[config.mk]
export PLATFORM = sky130hd
export DESIGN_NAME = rf_wb_arbiter
export DESIGN_NICKNAME = d
export VERILOG_FILES = /design/src/rtl/rf_wb_arbiter_pkg.sv /design/src/rtl/rf_wb_arbiter_rr_arb2.sv /design/src/rtl/rf_wb_arbiter.sv
export SDC_FILE = /design/constraint.sdc
export NUM_CORES = 1
export LEC_CHECK = 0
export ABC_AREA = 0
export BUFFER_PORTS_ARGS = -buffer_cell sky130_fd_sc_hd__buf_2
export CORE_MARGIN = 1.5
export CORE_UTILIZATION = 47
export DETAILED_ROUTE_END_ITERATION = 7
export GPL_TIMING_DRIVEN = 0
export PLACE_DENSITY = 0.88
export SLEW_MARGIN = 20
export SYNTH_ARGS = -nofsm -noshare
export SYNTH_HDL_FRONTEND = slang
export SYNTH_SLANG_ARGS = --single-unit
[constraint.sdc]
create_clock -name clk -period 2.54 [get_ports clk]
set_input_delay 0.254 -clock clk [delete_from_list [all_inputs] [get_ports clk]]
set_output_delay 0.254 -clock clk [all_outputs]
set_load 0.1 [all_outputs]
[src/rtl/rf_wb_arbiter_pkg.sv]
// Shared sizing and requester encoding for the register-file writeback arbiter.
package rf_wb_arbiter_pkg;

    localparam int XLEN_DEF = 32;
    localparam int RAW_DEF  = 5;
    localparam int NREGS    = 32;

    typedef enum logic {
        REQ_ALU = 1'b0,
        REQ_MEM = 1'b1
    } req_e;

endpackage

[src/rtl/rf_wb_arbiter_rr_arb2.sv]
// Two-way round-robin arbiter; the pointer only advances on contested cycles.
module rr_arb2
    import rf_wb_arbiter_pkg::*;
(
    input  logic       clk,
    input  logic       rst,
    input  logic [1:0] req,
    output logic [1:0] gnt
);

    req_e ptr_r;

    // grant selection from requests and pointer
    always_comb begin
        gnt = 2'b00;
        case (req)
            2'b01:   gnt = 2'b01;
            2'b10:   gnt = 2'b10;
            2'b11:   gnt = (ptr_r == REQ_ALU) ? 2'b01 : 2'b10;
            default: gnt = 2'b00;
        endcase
    end

    // pointer hands priority to the loser of each contested cycle
    always_ff @(posedge clk or posedge rst) begin
        if (rst) begin
            ptr_r <= REQ_ALU;
        end else if (req == 2'b11) begin
            ptr_r <= (ptr_r == REQ_ALU) ? REQ_MEM : REQ_ALU;
        end else begin
            ptr_r <= ptr_r;
        end
    end

endmodule

[src/rtl/rf_wb_arbiter.sv]
// Register-file writeback arbiter: shares one write port between ALU and load
// results and tracks pending destination registers for hazard checks.
module rf_wb_arbiter
    import rf_wb_arbiter_pkg::*;
#(
    parameter int XLEN = XLEN_DEF,
    parameter int RAW  = RAW_DEF
) (
    input  logic            clk,
    input  logic            rst,
    input  logic            alu_valid,
    input  logic [RAW-1:0]  alu_addr,
    input  logic [XLEN-1:0] alu_data,
    output logic            alu_ready,
    input  logic            mem_valid,
    input  logic [RAW-1:0]  mem_addr,
    input  logic [XLEN-1:0] mem_data,
    output logic            mem_ready,
    input  logic            iss_valid,
    input  logic [RAW-1:0]  iss_addr,
    input  logic [RAW-1:0]  chk_addr_a,
    input  logic [RAW-1:0]  chk_addr_b,
    output logic            busy_a,
    output logic            busy_b,
    output logic            wr_en,
    output logic [RAW-1:0]  wr_addr,
    output logic [XLEN-1:0] wr_data
);

    logic [1:0]       gnt_s;
    logic             grant_s;
    logic [RAW-1:0]   sel_addr_s;
    logic [XLEN-1:0]  sel_data_s;
    logic [NREGS-1:0] pending_r;
    logic [NREGS-1:0] pending_s;
    logic             wr_en_r;
    logic [RAW-1:0]   wr_addr_r;
    logic [XLEN-1:0]  wr_data_r;

    rr_arb2 u_arb (
        .clk (clk),
        .rst (rst),
        .req ({mem_valid, alu_valid}),
        .gnt (gnt_s)
    );

    assign alu_ready = gnt_s[REQ_ALU];
    assign mem_ready = gnt_s[REQ_MEM];
    assign grant_s   = |gnt_s;

    // winning requester's address and data
    always_comb begin
        sel_addr_s = {RAW{1'b0}};
        sel_data_s = {XLEN{1'b0}};
        if (gnt_s[REQ_MEM]) begin
            sel_addr_s = mem_addr;
            sel_data_s = mem_data;
        end else if (gnt_s[REQ_ALU]) begin
            sel_addr_s = alu_addr;
            sel_data_s = alu_data;
        end else begin
            sel_addr_s = {RAW{1'b0}};
            sel_data_s = {XLEN{1'b0}};
        end
    end

    // scoreboard next state: clear first so a same-edge issue keeps the bit set
    always_comb begin
        pending_s = pending_r;
        if (grant_s) begin
            pending_s[sel_addr_s] = 1'b0;
        end else begin
            pending_s = pending_r;
        end
        if (iss_valid) begin
            pending_s[iss_addr] = 1'b1;
        end else begin
            pending_s[iss_addr] = pending_s[iss_addr];
        end
        pending_s[0] = 1'b0;
    end

    // pending-register scoreboard
    always_ff @(posedge clk or posedge rst) begin
        if (rst) begin
            pending_r <= {NREGS{1'b0}};
        end else begin
            pending_r <= pending_s;
        end
    end

    // registered write port; writes to r0 are accepted but suppressed
    always_ff @(posedge clk or posedge rst) begin
        if (rst) begin
            wr_en_r   <= 1'b0;
            wr_addr_r <= {RAW{1'b0}};
            wr_data_r <= {XLEN{1'b0}};
        end else if (grant_s) begin
            wr_en_r   <= (sel_addr_s != {RAW{1'b0}});
            wr_addr_r <= sel_addr_s;
            wr_data_r <= sel_data_s;
        end else begin
            wr_en_r   <= 1'b0;
            wr_addr_r <= wr_addr_r;
            wr_data_r <= wr_data_r;
        end
    end

    assign wr_en   = wr_en_r;
    assign wr_addr = wr_addr_r;
    assign wr_data = wr_data_r;

    assign busy_a = (chk_addr_a != {RAW{1'b0}}) && pending_r[chk_addr_a];
    assign busy_b = (chk_addr_b != {RAW{1'b0}}) && pending_r[chk_addr_b];

endmodule

; Word-level counts from Yosys, hierarchy flattened
; Index checks and enable logic that the tools add are counted.
[totals]
ff_bits = 70
input_bits = 94
[op_classes]
magnitude_cmp = 6
eq_ne = 3
mux = 21
bitwise = 3
n_reduce_logical = 8
[ops]
columns = op, count
row1 = $mux 32, 4
row2 = $and 32x32->32, 1
row3 = $bwmux 32, 1
row4 = $not 32->32, 1
row5 = $or 32x32->32, 1
row6 = $lt 5x6->1 const B, 4
row7 = $bmux 1 s5, 3
row8 = $reduce_bool 5->1, 3
row9 = $demux 1 s5, 2
row10 = $ge 5x1->1 const B, 2
row11 = $mux 5, 2
row12 = $mux 1, 7
row13 = $pmux 2 s3, 1
row14 = $eq 2x2->1 const B, 2
row15 = $logic_and 1x1->1, 4
row16 = $eq 2x1->1 const B, 1
row17 = $mux 2, 1
row18 = $reduce_or 2->1, 1

; Longest topological paths before layout
; Gate-level depths: netlist of the first run.
[depth]
ltp_word = 15
ltp_mapped = 11

; By module
; Synthesis of the first run repeated with hierarchy kept, for this count alone.
[unflattened]
cells_unflattened = 425
hier_area_um2 = 4161.5
[by_module_without_submodules]
columns = mod, n_inst, cells_each, area_per_inst_um2, seq_area_each_um2
row1 = rf_wb_arbiter, 1, 418, 4101.4, 1726.7
row2 = rr_arb2, 1, 7, 60.1, 25.0

; Worst setup path after synthesis of the first run
; OpenSTA, ideal clock, no wires.
[synth_path]
kind = register to register
start = reg u_arb.ptr_r
end = reg pending_r[7]
setup_time_ns = 0.135
arrival_time_ns = 2.539
required_time_ns = 2.405
path_slack_ns = -0.134
stages_incl_launch_ff = 11
path_buffers = 2
synth_period_minus_slack_ns = 2.674
cell_sequence = dfrtp_1 -> a21boi_1 -> buf_4 -> a32o_1 -> nand2_1 -> or3_1 -> a311oi_1 -> or4b_1 -> and4_4 -> buf_4 -> mux2i_1
[synth_via]
elab_chain_len = 15
[synth_rtl]
columns = item, line_no
row1 = "start, declared", rf_wb_arbiter_rr_arb2.sv:11  ; req_e ptr_r;
row2 = "start signal, assigned", rf_wb_arbiter_rr_arb2.sv:29  ; ptr_r <= (ptr_r == REQ_ALU) ? REQ_MEM : REQ_ALU;
row3 = "start signal, assigned", rf_wb_arbiter_rr_arb2.sv:31  ; ptr_r <= ptr_r;
row4 = $mux 2 (*), rf_wb_arbiter_rr_arb2.sv:19  ; 2'b11: gnt = (ptr_r == REQ_ALU) ? 2'b01 : 2'b10;
row5 = $pmux 2 s3 (*), rf_wb_arbiter_rr_arb2.sv:16  ; case (req)
row6 = named net alu_ready, rf_wb_arbiter.sv:14  ; output logic alu_ready,
row7 = $mux 5, rf_wb_arbiter.sv:58  ; end else if (gnt_s[REQ_ALU]) begin
row8 = $mux 5, rf_wb_arbiter.sv:55  ; if (gnt_s[REQ_MEM]) begin
row9 = $lt 5x6->1 (implied by the code) / $ge 5x1->1 (equally long branches), rf_wb_arbiter.sv:71  ; pending_s[sel_addr_s] = 1'b0;
row10 = $logic_and 1x1->1 (implied by the code), rf_wb_arbiter.sv:71
row11 = $mux 1 (implied by the code), rf_wb_arbiter.sv:71
row12 = $demux 1 s5, rf_wb_arbiter.sv:71
row13 = $not 32->32 (no source line), n/a
row14 = $and 32x32->32 (no source line), n/a
row15 = $mux 32 (*), rf_wb_arbiter.sv:70  ; if (grant_s) begin
row16 = $bmux 1 s5, rf_wb_arbiter.sv:78  ; pending_s[iss_addr] = pending_s[iss_addr];
row17 = $mux 1 (implied by the code), rf_wb_arbiter.sv:78
row18 = $bwmux 32, rf_wb_arbiter.sv:78
row19 = $mux 32 (*), rf_wb_arbiter.sv:75  ; if (iss_valid) begin
row20 = named net pending_s[7], rf_wb_arbiter.sv:35  ; logic [NREGS-1:0] pending_s;
row21 = "end signal, assigned", rf_wb_arbiter.sv:86  ; pending_r <= {NREGS{1'b0}};
row22 = "end signal, assigned", rf_wb_arbiter.sv:88  ; pending_r <= pending_s;
row23 = "end, declared", rf_wb_arbiter.sv:34  ; logic [NREGS-1:0] pending_r;
; The timed path passes the listed nets; every way through them passes the cells marked *. The select of a mux whose other input is x is not followed.
; A chain may end at the register's enable or synchronous reset.

; Final worst setup path of the first run
[layout_path]
start = reg u_arb.ptr_r
end = reg pending_r[28]
[layout_via]
elab_chain_len = 15
[layout_rtl]
columns = item, line_no
row1 = $mux 2 (*), rf_wb_arbiter_rr_arb2.sv:19
row2 = $pmux 2 s3 (*), rf_wb_arbiter_rr_arb2.sv:16
row3 = $mux 5, rf_wb_arbiter.sv:58
row4 = $mux 5, rf_wb_arbiter.sv:55
row5 = $lt 5x6->1 (implied by the code) / $ge 5x1->1 (equally long branches), rf_wb_arbiter.sv:71
row6 = $logic_and 1x1->1 (implied by the code), rf_wb_arbiter.sv:71
row7 = $mux 1 (implied by the code), rf_wb_arbiter.sv:71
row8 = $demux 1 s5, rf_wb_arbiter.sv:71
row9 = $not 32->32 (no source line), n/a
row10 = $and 32x32->32 (no source line), n/a
row11 = $mux 32 (*), rf_wb_arbiter.sv:70
row12 = $bmux 1 s5, rf_wb_arbiter.sv:78
row13 = $mux 1 (implied by the code), rf_wb_arbiter.sv:78
row14 = $bwmux 32, rf_wb_arbiter.sv:78
row15 = $mux 32 (*), rf_wb_arbiter.sv:75
row16 = named net pending_s[28], rf_wb_arbiter.sv:35
; Marked as above.

==> impl_metrics.py, run 1 <==
metrics = {
    "outcome": {
        "run_status": "complete, but fails checks",
        "violations": "design-rule violations, negative setup slack",
    },
    "cells_and_area": {
        "fraction_of_final_layout_cells_sized_beyond_drive_strength_1_pct": 41.17,
        "insertedDiodeCount": 0,
        "post_layout_nonfiller_instances": 725,
        "most-common-layout-cells": "129 x sky130_fd_sc_hd__buf_2, 78 x sky130_fd_sc_hd__nand2_1, 70 x sky130_fd_sc_hd__dfrtp_1",
        "n_fill_cell": 674,
        "fin_util_pct": 68.12,
        "design.final.nets": 706,
        "most_frequent_standard_cell_in_the_layout_excluding_fill_and_tap_cells": "sky130_fd_sc_hd__buf_2",
        "synthToLayoutAreaGrowth_pct": 39.36,
        "multi_input_area_sq_um": 2663,
        "area_of_all_sequential_standard_cells_sq_um": 1752,
    },
    "floorplanning": {
        "x_dimension_of_the_die_um": 98.70,
        "boundaryPins": 136,
        "dieHeight_um": 98.70,
        "std_cell_rows": 34,
        "initial_utilization_pct": 48.88,
        "die_area_sq_um": 9741,
        "core_sq_um": 8806,
    },
    "clock_tree": {
        "cts_max_path_buffers": 2,
        "cts_tree": "done",
        "root_buffer": "sky130_fd_sc_hd__clkbuf_8",
        "cts_htree_levels": 3,
        "cts_made_buffers": 9,
        "clk-insertion-delay-late_ns": 0.36,
        "cts.reportedPaths.clkPinSlew_ns": 0.10,
        "cts_num_sinks": 70,
    },
    "global_routing": {
        "grt_max_degree": 47,
        "via_count_of_the_first_global_routing_pass": 4471,
        "grtUsageTotal_pct": 30.39,
        "globalRoute.totalOverflow": 0,
        "grt_antenna_before_repair": 0,
        "grt_first_pass_wirelength_um": 22780,
    },
    "worst_setup_path": {
        "cp-end-kind": "flop",
        "regToRegEndpoint": "pending_r[28]",
        "worstRegToRegCells": 11,
        "crit_fanout": 10,
        "rrSetupSlack_ns": -0.37,
        "worst_r2r_startpoint": "u_arb.ptr_r",
        "timing.setup.critical_path_class": "reg -> reg",
        "worst_setup_path_start_kind": "flop",
        "worstPathArrival_ns": 3.11,
        "worst-endpoint-required_ns": 2.75,
    },
    "placement": {
        "place.gp.congestion": 1.021,
        "buffer_ports.inserted": 131,
        "placed_cells_incl_taps": 677,
        "dp.final_hpwl_um": 10830,
    },
    "timing": {
        "rsz0062_at_grt": "yes",
        "setup_viol": 32,
        "timing.final.crit_share_pct": 114.5,
        "period_minus_slack_ns": 2.909,
        "slew_at_the_pin_with_the_worst_max_slew_slack_ns": 0.6758,
        "slew_headroom_pct": 54.78,
        "final.setup_skew_ns": 0.02162,
        "max_freq_mhz": 343.8,
        "timing.final.max_slew_violations": 0,
        "layout_setup_ws_ns": -0.3690,
        "hold_violations": 0,
    },
    "min_path": {
        "hp-class": "in -> reg",
        "hold_end": "wr_data[18]",
        "hold_start": "alu_data[18]",
        "timing.hold.worst_path_depth": 3,
    },
    "yosys": {
        "synth_cell_types": 46,
        "synth_edf_count": 0,
        "yosysWarningCount": 0,
        "synth_async_sr_flop_share_pct": 100.0,
        "synth_cells": 437,
        "seq_area_frac_synth_pct": 40.70,
        "post_synthesis_instance_area_sq_um": 4304,
        "postSynthNetCount": 531,
        "dominantRegCellSynth": "sky130_fd_sc_hd__dfrtp_1",
        "synth.avg_cell_area_sq_um": 9.849,
        "ys_ff_latch": 70,
    },
    "power_and_ir_drop": {
        "cellLeakagePower_nw": 2.766,
        "power_per_cell_area_nw_per_um2": 910.9,
        "p_sw_share_pct": 46.35,
        "share_seq_of_total_power_pct": 31.3,
        "part_of_the_power_in_the_clock_network_pct": 17.3,
        "design_internal_power_mw": 2.931,
        "combinationalPowerShare_pct": 51.5,
        "power.total_mw": 5.464,
        "net-switching-power_mw": 2.533,
        "vdd_drop_max_mv": 0.6355,
    },
    "drt": {
        "drc": 4,
        "via_count": 4469,
        "drt_iter0_drc": 547,
        "first_pass_iters": 7,
        "postRouteWirelength_um": 14840,
        "routedWlPerCell_um": 20.47,
        "vias_per_cell": 6.164,
        "post_route_ant_nets": 0,
    },
    "job": {
        "max-cap-violations": 0,
    },
}
## worst max-delay path by stage
| stage | to | cells past startpoint | start |
|---|---|---|---|
| final | pending_r[28] | 11 | u_arb.ptr_r |
| after global routing | pending_r[28] | 11 | u_arb.ptr_r |
| after CTS | pending_r[28] | 10 | u_arb.ptr_r |
| after detailed placement | pending_r[1] | 11 | u_arb.ptr_r |
| after global placement | pending_r[7] | 11 | u_arb.ptr_r |
| after floorplan | pending_r[4] | 11 | u_arb.ptr_r |
## cells by family after synthesis
logic type / count (synthesis) / share of synthesized area [%]
mux: 74 / 22.91
flops: 70 / 40.70
buf+inv: 31 / 3.285
simple gates: 155 / 15.96
compound gates: 105 / 16.74
xor+xnor: 2 / 0.4071
## flip-flops by register name (all words and copies together) (netlist names)
| register | flops |
|---|---|
| u_arb.ptr_r | 1 |
| wr_data | 32 |
| wr_addr | 5 |
| pending_r | 31 |
| wr_en | 1 |
## routing by layer
metal  GRT usage, %  part of all wire (%)  vias to the layer above  routed length, um
met5              0                     0                        -                  0
met4          12.42                   4.5                        0                672
met3          6.454                   9.6                       65               1432
met2          52.51                    50                      322               7383
met1          37.19                    36                     2101               5352
li1               -                     -                     1981                  -
## through the flow
stage	area (sq um)	hold WS [ns]	setup slack [ns]	TNS [ns]
2_1_floorplan	4345	0.3963	0.008344	0
3_3_place_gp	5136	0.4563	-0.5876	-40.18
3_5_place_dp	5166	0.2509	-0.6175	-17.52
4_1_cts	5659	0.1898	-0.2176	-5.957
5_1_grt	5998	0.1952	-0.4395	-12.40
6_report	5998	0.1833	-0.3690	-10.27
## synthesized netlist by cell type (3+ instances only)
cell type / instances / area share [%]
sky130_fd_sc_hd__nor3_1: 4 / 0.47
sky130_fd_sc_hd__nor2_1: 24 / 2.1
sky130_fd_sc_hd__clkbuf_1: 16 / 1.4
sky130_fd_sc_hd__o31ai_1: 6 / 1.0
sky130_fd_sc_hd__nand2b_1: 4 / 0.58
sky130_fd_sc_hd__a32o_1: 5 / 1.2
sky130_fd_sc_hd__mux2_2: 6 / 1.6
sky130_fd_sc_hd__inv_1: 5 / 0.44
sky130_fd_sc_hd__mux4_2: 19 / 9.9
sky130_fd_sc_hd__mux2i_1: 49 / 11
sky130_fd_sc_hd__o21ai_0: 39 / 4.5
sky130_fd_sc_hd__a21oi_1: 11 / 1.3
sky130_fd_sc_hd__nand2_1: 83 / 7.2
sky130_fd_sc_hd__buf_1: 4 / 0.35
sky130_fd_sc_hd__o21ai_1: 16 / 1.9
sky130_fd_sc_hd__a32oi_4: 3 / 1.9
sky130_fd_sc_hd__nor2b_1: 4 / 0.58
sky130_fd_sc_hd__nand3_1: 21 / 2.4
sky130_fd_sc_hd__o211ai_1: 11 / 1.9
sky130_fd_sc_hd__or3_1: 3 / 0.44
sky130_fd_sc_hd__dfrtp_1: 70 / 41
## layout make-up
cell class	count	area share [%]
Buffer	26	3.045
Clock buffer	11	2.357
Clock inverter	5	0.9595
Inverter	5	0.3546
Multi-Input combinational cell	336	44.39
Sequential cell	70	29.20
Tap cell	108	2.253
Timing Repair Buffer	164	17.44
## power by group through the flow
stage	Combinational, mW	Sequential [mW]	Clock (mW)
3_3_place_gp	2.27	1.68	0
4_1_cts	2.52	1.68	0.938
6_report	2.81	1.71	0.943
5_1_grt	2.94	1.74	0.988
2_1_floorplan	1.13	2.32	0
3_5_place_dp	2.32	1.70	0
## critical path, cell delays in order, from the launching register on
cell	delay (ns)
sky130_fd_sc_hd__dfrtp_1	0.42
sky130_fd_sc_hd__buf_6	0.14
sky130_fd_sc_hd__a21boi_4	0.26
sky130_fd_sc_hd__buf_12	0.16
sky130_fd_sc_hd__a32o_2	0.29
sky130_fd_sc_hd__nand2_4	0.11
sky130_fd_sc_hd__or3_4	0.35
sky130_fd_sc_hd__a311oi_2	0.28
sky130_fd_sc_hd__or4b_1	0.16
sky130_fd_sc_hd__and4_4	0.32
sky130_fd_sc_hd__buf_8	0.16
sky130_fd_sc_hd__mux2i_1	0.08
## timing repair
action | in CTS | in global routing
hold buffers | 1 | 0
cloned | 1 | 2
endpoints found under the hold margin | 24 | 0
endpoints found under the setup margin | 34 | 33
gates resized for setup | 42 | 33
pin swaps | 5 | 3
buffers inserted | 13 | 15
Note: power is estimated with default switching activity, not from simulation.
==> run 2: changes to the inputs <==
- CAP_MARGIN: default -> 0
- GPL_TIMING_DRIVEN: 0 -> 1
- SKIP_CTS_REPAIR_TIMING: default -> 1
==> run 2 against run 1 <==
Against the previous run:
- the run ends with design-rule violations, negative hold slack, negative setup slack left
- via count up 4.1%
- utilization is 2.1 points higher
- final cell count is 3.4% higher
- total power is 4.9% higher
- wire length is 2.1% higher
- clock-buffer cell count is 1 lower
- worst setup slack worse by 0.044 ns
- sequential power hardly changed
- first-iteration DRC count decreased by 9.3%
- critical endpoint is now pending_r[7]
- highest routed layer unchanged
==> impl_metrics.py, run 2 (synthesis results as in run 1) <==
metrics = {
    "outcome": {
        "run_status": "complete, but fails checks",
        "violations": "design-rule violations, negative hold slack, negative setup slack",
    },
    "floorplanning": {
        "x_dimension_of_the_die_um": 98.70,
        "initial_utilization_pct": 48.88,
        "dieHeight_um": 98.70,
        "std_cell_rows": 34,
        "core_sq_um": 8806,
        "die_area_sq_um": 9741,
        "boundaryPins": 136,
    },
    "global_routing": {
        "global_route.usage.met2_pct": 50.43,
        "globalRoute.totalOverflow": 0,
        "gr-usage-met1_pct": 36.29,
        "gr-usage-met3_pct": 5.177,
        "grt_first_pass_wirelength_um": 22260,
        "grt_max_degree": 70,
        "via_count_of_the_first_global_routing_pass": 4443,
        "busiest_layer": "met2",
        "grtUsageTotal_pct": 29.36,
        "grt_antenna_before_repair": 0,
    },
    "worst_setup_path": {
        "worstPathArrival_ns": 3.20,
        "regToRegEndpoint": "pending_r[7]",
        "rrSetupSlack_ns": -0.41,
        "worstRegToRegCells": 10,
        "worst_setup_path_start_kind": "flop",
        "crit_fanout": 9,
        "worst_r2r_startpoint": "u_arb.ptr_r",
        "cp-end-kind": "flop",
        "timing.setup.critical_path_class": "reg -> reg",
        "worst-endpoint-required_ns": 2.79,
    },
    "timing": {
        "timing.final.max_slew_violations": 0,
        "setup_viol": 31,
        "slew_headroom_pct": 57.31,
        "rsz0062_at_grt": "yes",
        "timing.final.crit_share_pct": 116.3,
        "slew_at_the_pin_with_the_worst_max_slew_slack_ns": 0.6394,
        "period_minus_slack_ns": 2.953,
        "hold_violations": 29,
        "whs_ns": -0.02743,
        "final.setup_skew_ns": 0.01238,
        "max_freq_mhz": 338.6,
        "layout_setup_ws_ns": -0.4133,
    },
    "drt": {
        "via_count": 4652,
        "vias_per_cell": 6.203,
        "post_route_ant_nets": 0,
        "first_pass_iters": 7,
        "routedWlPerCell_um": 20.20,
        "postRouteWirelength_um": 15150,
        "drt_iter0_drc": 496,
        "drc": 5,
    },
    "cells_and_area": {
        "n_fill_cell": 626,
        "insertedDiodeCount": 0,
        "design.final.nets": 731,
        "largest_reg_flops": 32,
        "fraction_of_final_layout_cells_sized_beyond_drive_strength_1_pct": 46.26,
        "layout.cell_area.non_filler_sq_um": 6187,
        "most_frequent_standard_cell_in_the_layout_excluding_fill_and_tap_cells": "sky130_fd_sc_hd__buf_2",
        "post_layout_nonfiller_instances": 750,
        "most-common-layout-cells": "132 x sky130_fd_sc_hd__buf_2, 79 x sky130_fd_sc_hd__nand2_1, 70 x sky130_fd_sc_hd__dfrtp_1",
        "synthToLayoutAreaGrowth_pct": 43.75,
    },
    "clock_tree": {
        "cts_htree_levels": 3,
        "cts_num_sinks": 70,
        "cts.reportedPaths.clkPinSlew_ns": 0.09,
        "cts_tree": "done",
        "cts_made_buffers": 9,
        "root_buffer": "sky130_fd_sc_hd__clkbuf_8",
        "clk-insertion-delay-late_ns": 0.36,
        "cts_max_path_buffers": 2,
    },
    "power_and_ir_drop": {
        "power_per_cell_area_nw_per_um2": 926.7,
        "cellLeakagePower_nw": 2.885,
        "vdd_drop_max_mv": 0.6100,
        "power.total_mw": 5.733,
    },
    "placement": {
        "place.gp.congestion": 1.052,
        "buffer_ports.inserted": 135,
        "placed_cells_incl_taps": 718,
        "placedInstanceArea_sq_um": 5573,
        "dp.final_hpwl_um": 10580,
    },
    "min_path": {
        "hp-class": "in -> async",
    },
    "job": {
        "max-cap-violations": 0,
    },
}
## run 2: power by group
part           total, mW  internal, mW  switching, mW
combinational       2.95          1.13           1.83
clock               1.06         0.587          0.474
sequential          1.72          1.41          0.307
total               5.73          3.13           2.61
## run 2: worst max-delay path by stage
| stage | start | endpoint | slack [ns] | depth (start not counted) |
|---|---|---|---|---|
| floorplan | u_arb.ptr_r | pending_r[4] | 0.008 | 11 |
| finish | u_arb.ptr_r | pending_r[7] | -0.41 | 10 |
| CTS | u_arb.ptr_r | pending_r[27] | -0.40 | 11 |
| detailed placement | u_arb.ptr_r | pending_r[27] | -0.38 | 11 |
| global placement | u_arb.ptr_r | pending_r[27] | -0.28 | 11 |
| global route | u_arb.ptr_r | pending_r[23] | -0.49 | 12 |
## run 2: critical path, cell delays in order, from the launching register on
cell and delay [ns]:
sky130_fd_sc_hd__dfrtp_1 0.43, sky130_fd_sc_hd__a21boi_4 0.30, sky130_fd_sc_hd__a32o_1 0.33, sky130_fd_sc_hd__nand2_1 0.24, sky130_fd_sc_hd__o31ai_4 0.29, sky130_fd_sc_hd__mux4_2 0.29, sky130_fd_sc_hd__nor2b_2 0.06, sky130_fd_sc_hd__nor4_4 0.28
sky130_fd_sc_hd__and4_4 0.34, sky130_fd_sc_hd__clkbuf_16 0.18, sky130_fd_sc_hd__mux2i_1 0.08
## run 2: cell type report
cell class / instances / area [sq um] / share of cell area [%]
Clock inverter: 6 / 93.84 / 1.517
Inverter: 5 / 18.77 / 0.3033
Tap cell: 108 / 135.1 / 2.184
Sequential cell: 70 / 1752 / 28.31
Multi-Input combinational cell: 336 / 2634 / 42.57
Clock buffer: 10 / 137.6 / 2.224
Timing Repair Buffer: 215 / 1416 / 22.89
## run 2: through the flow
| stage | setup slack (ns) | util (%) | setup TNS (ns) |
|---|---|---|---|
| finish | -0.4133 | 70.26 | -12.09 |
| global route | -0.4926 | 70.26 | -14.40 |
| CTS | -0.4003 | 65.91 | -11.76 |
| detailed placement | -0.3790 | 63.29 | -11.02 |
| global placement | -0.2785 | 63.29 | -7.813 |
| floorplan | 0.008344 | - | 0 |
## run 2: per-layer routing
layer / vias up / part of all wire, %
met4: 0 / 5.0
li1: 2026 / -
met3: 68 / 9.6
met2: 351 / 49
met5: - / 0
met1: 2207 / 36
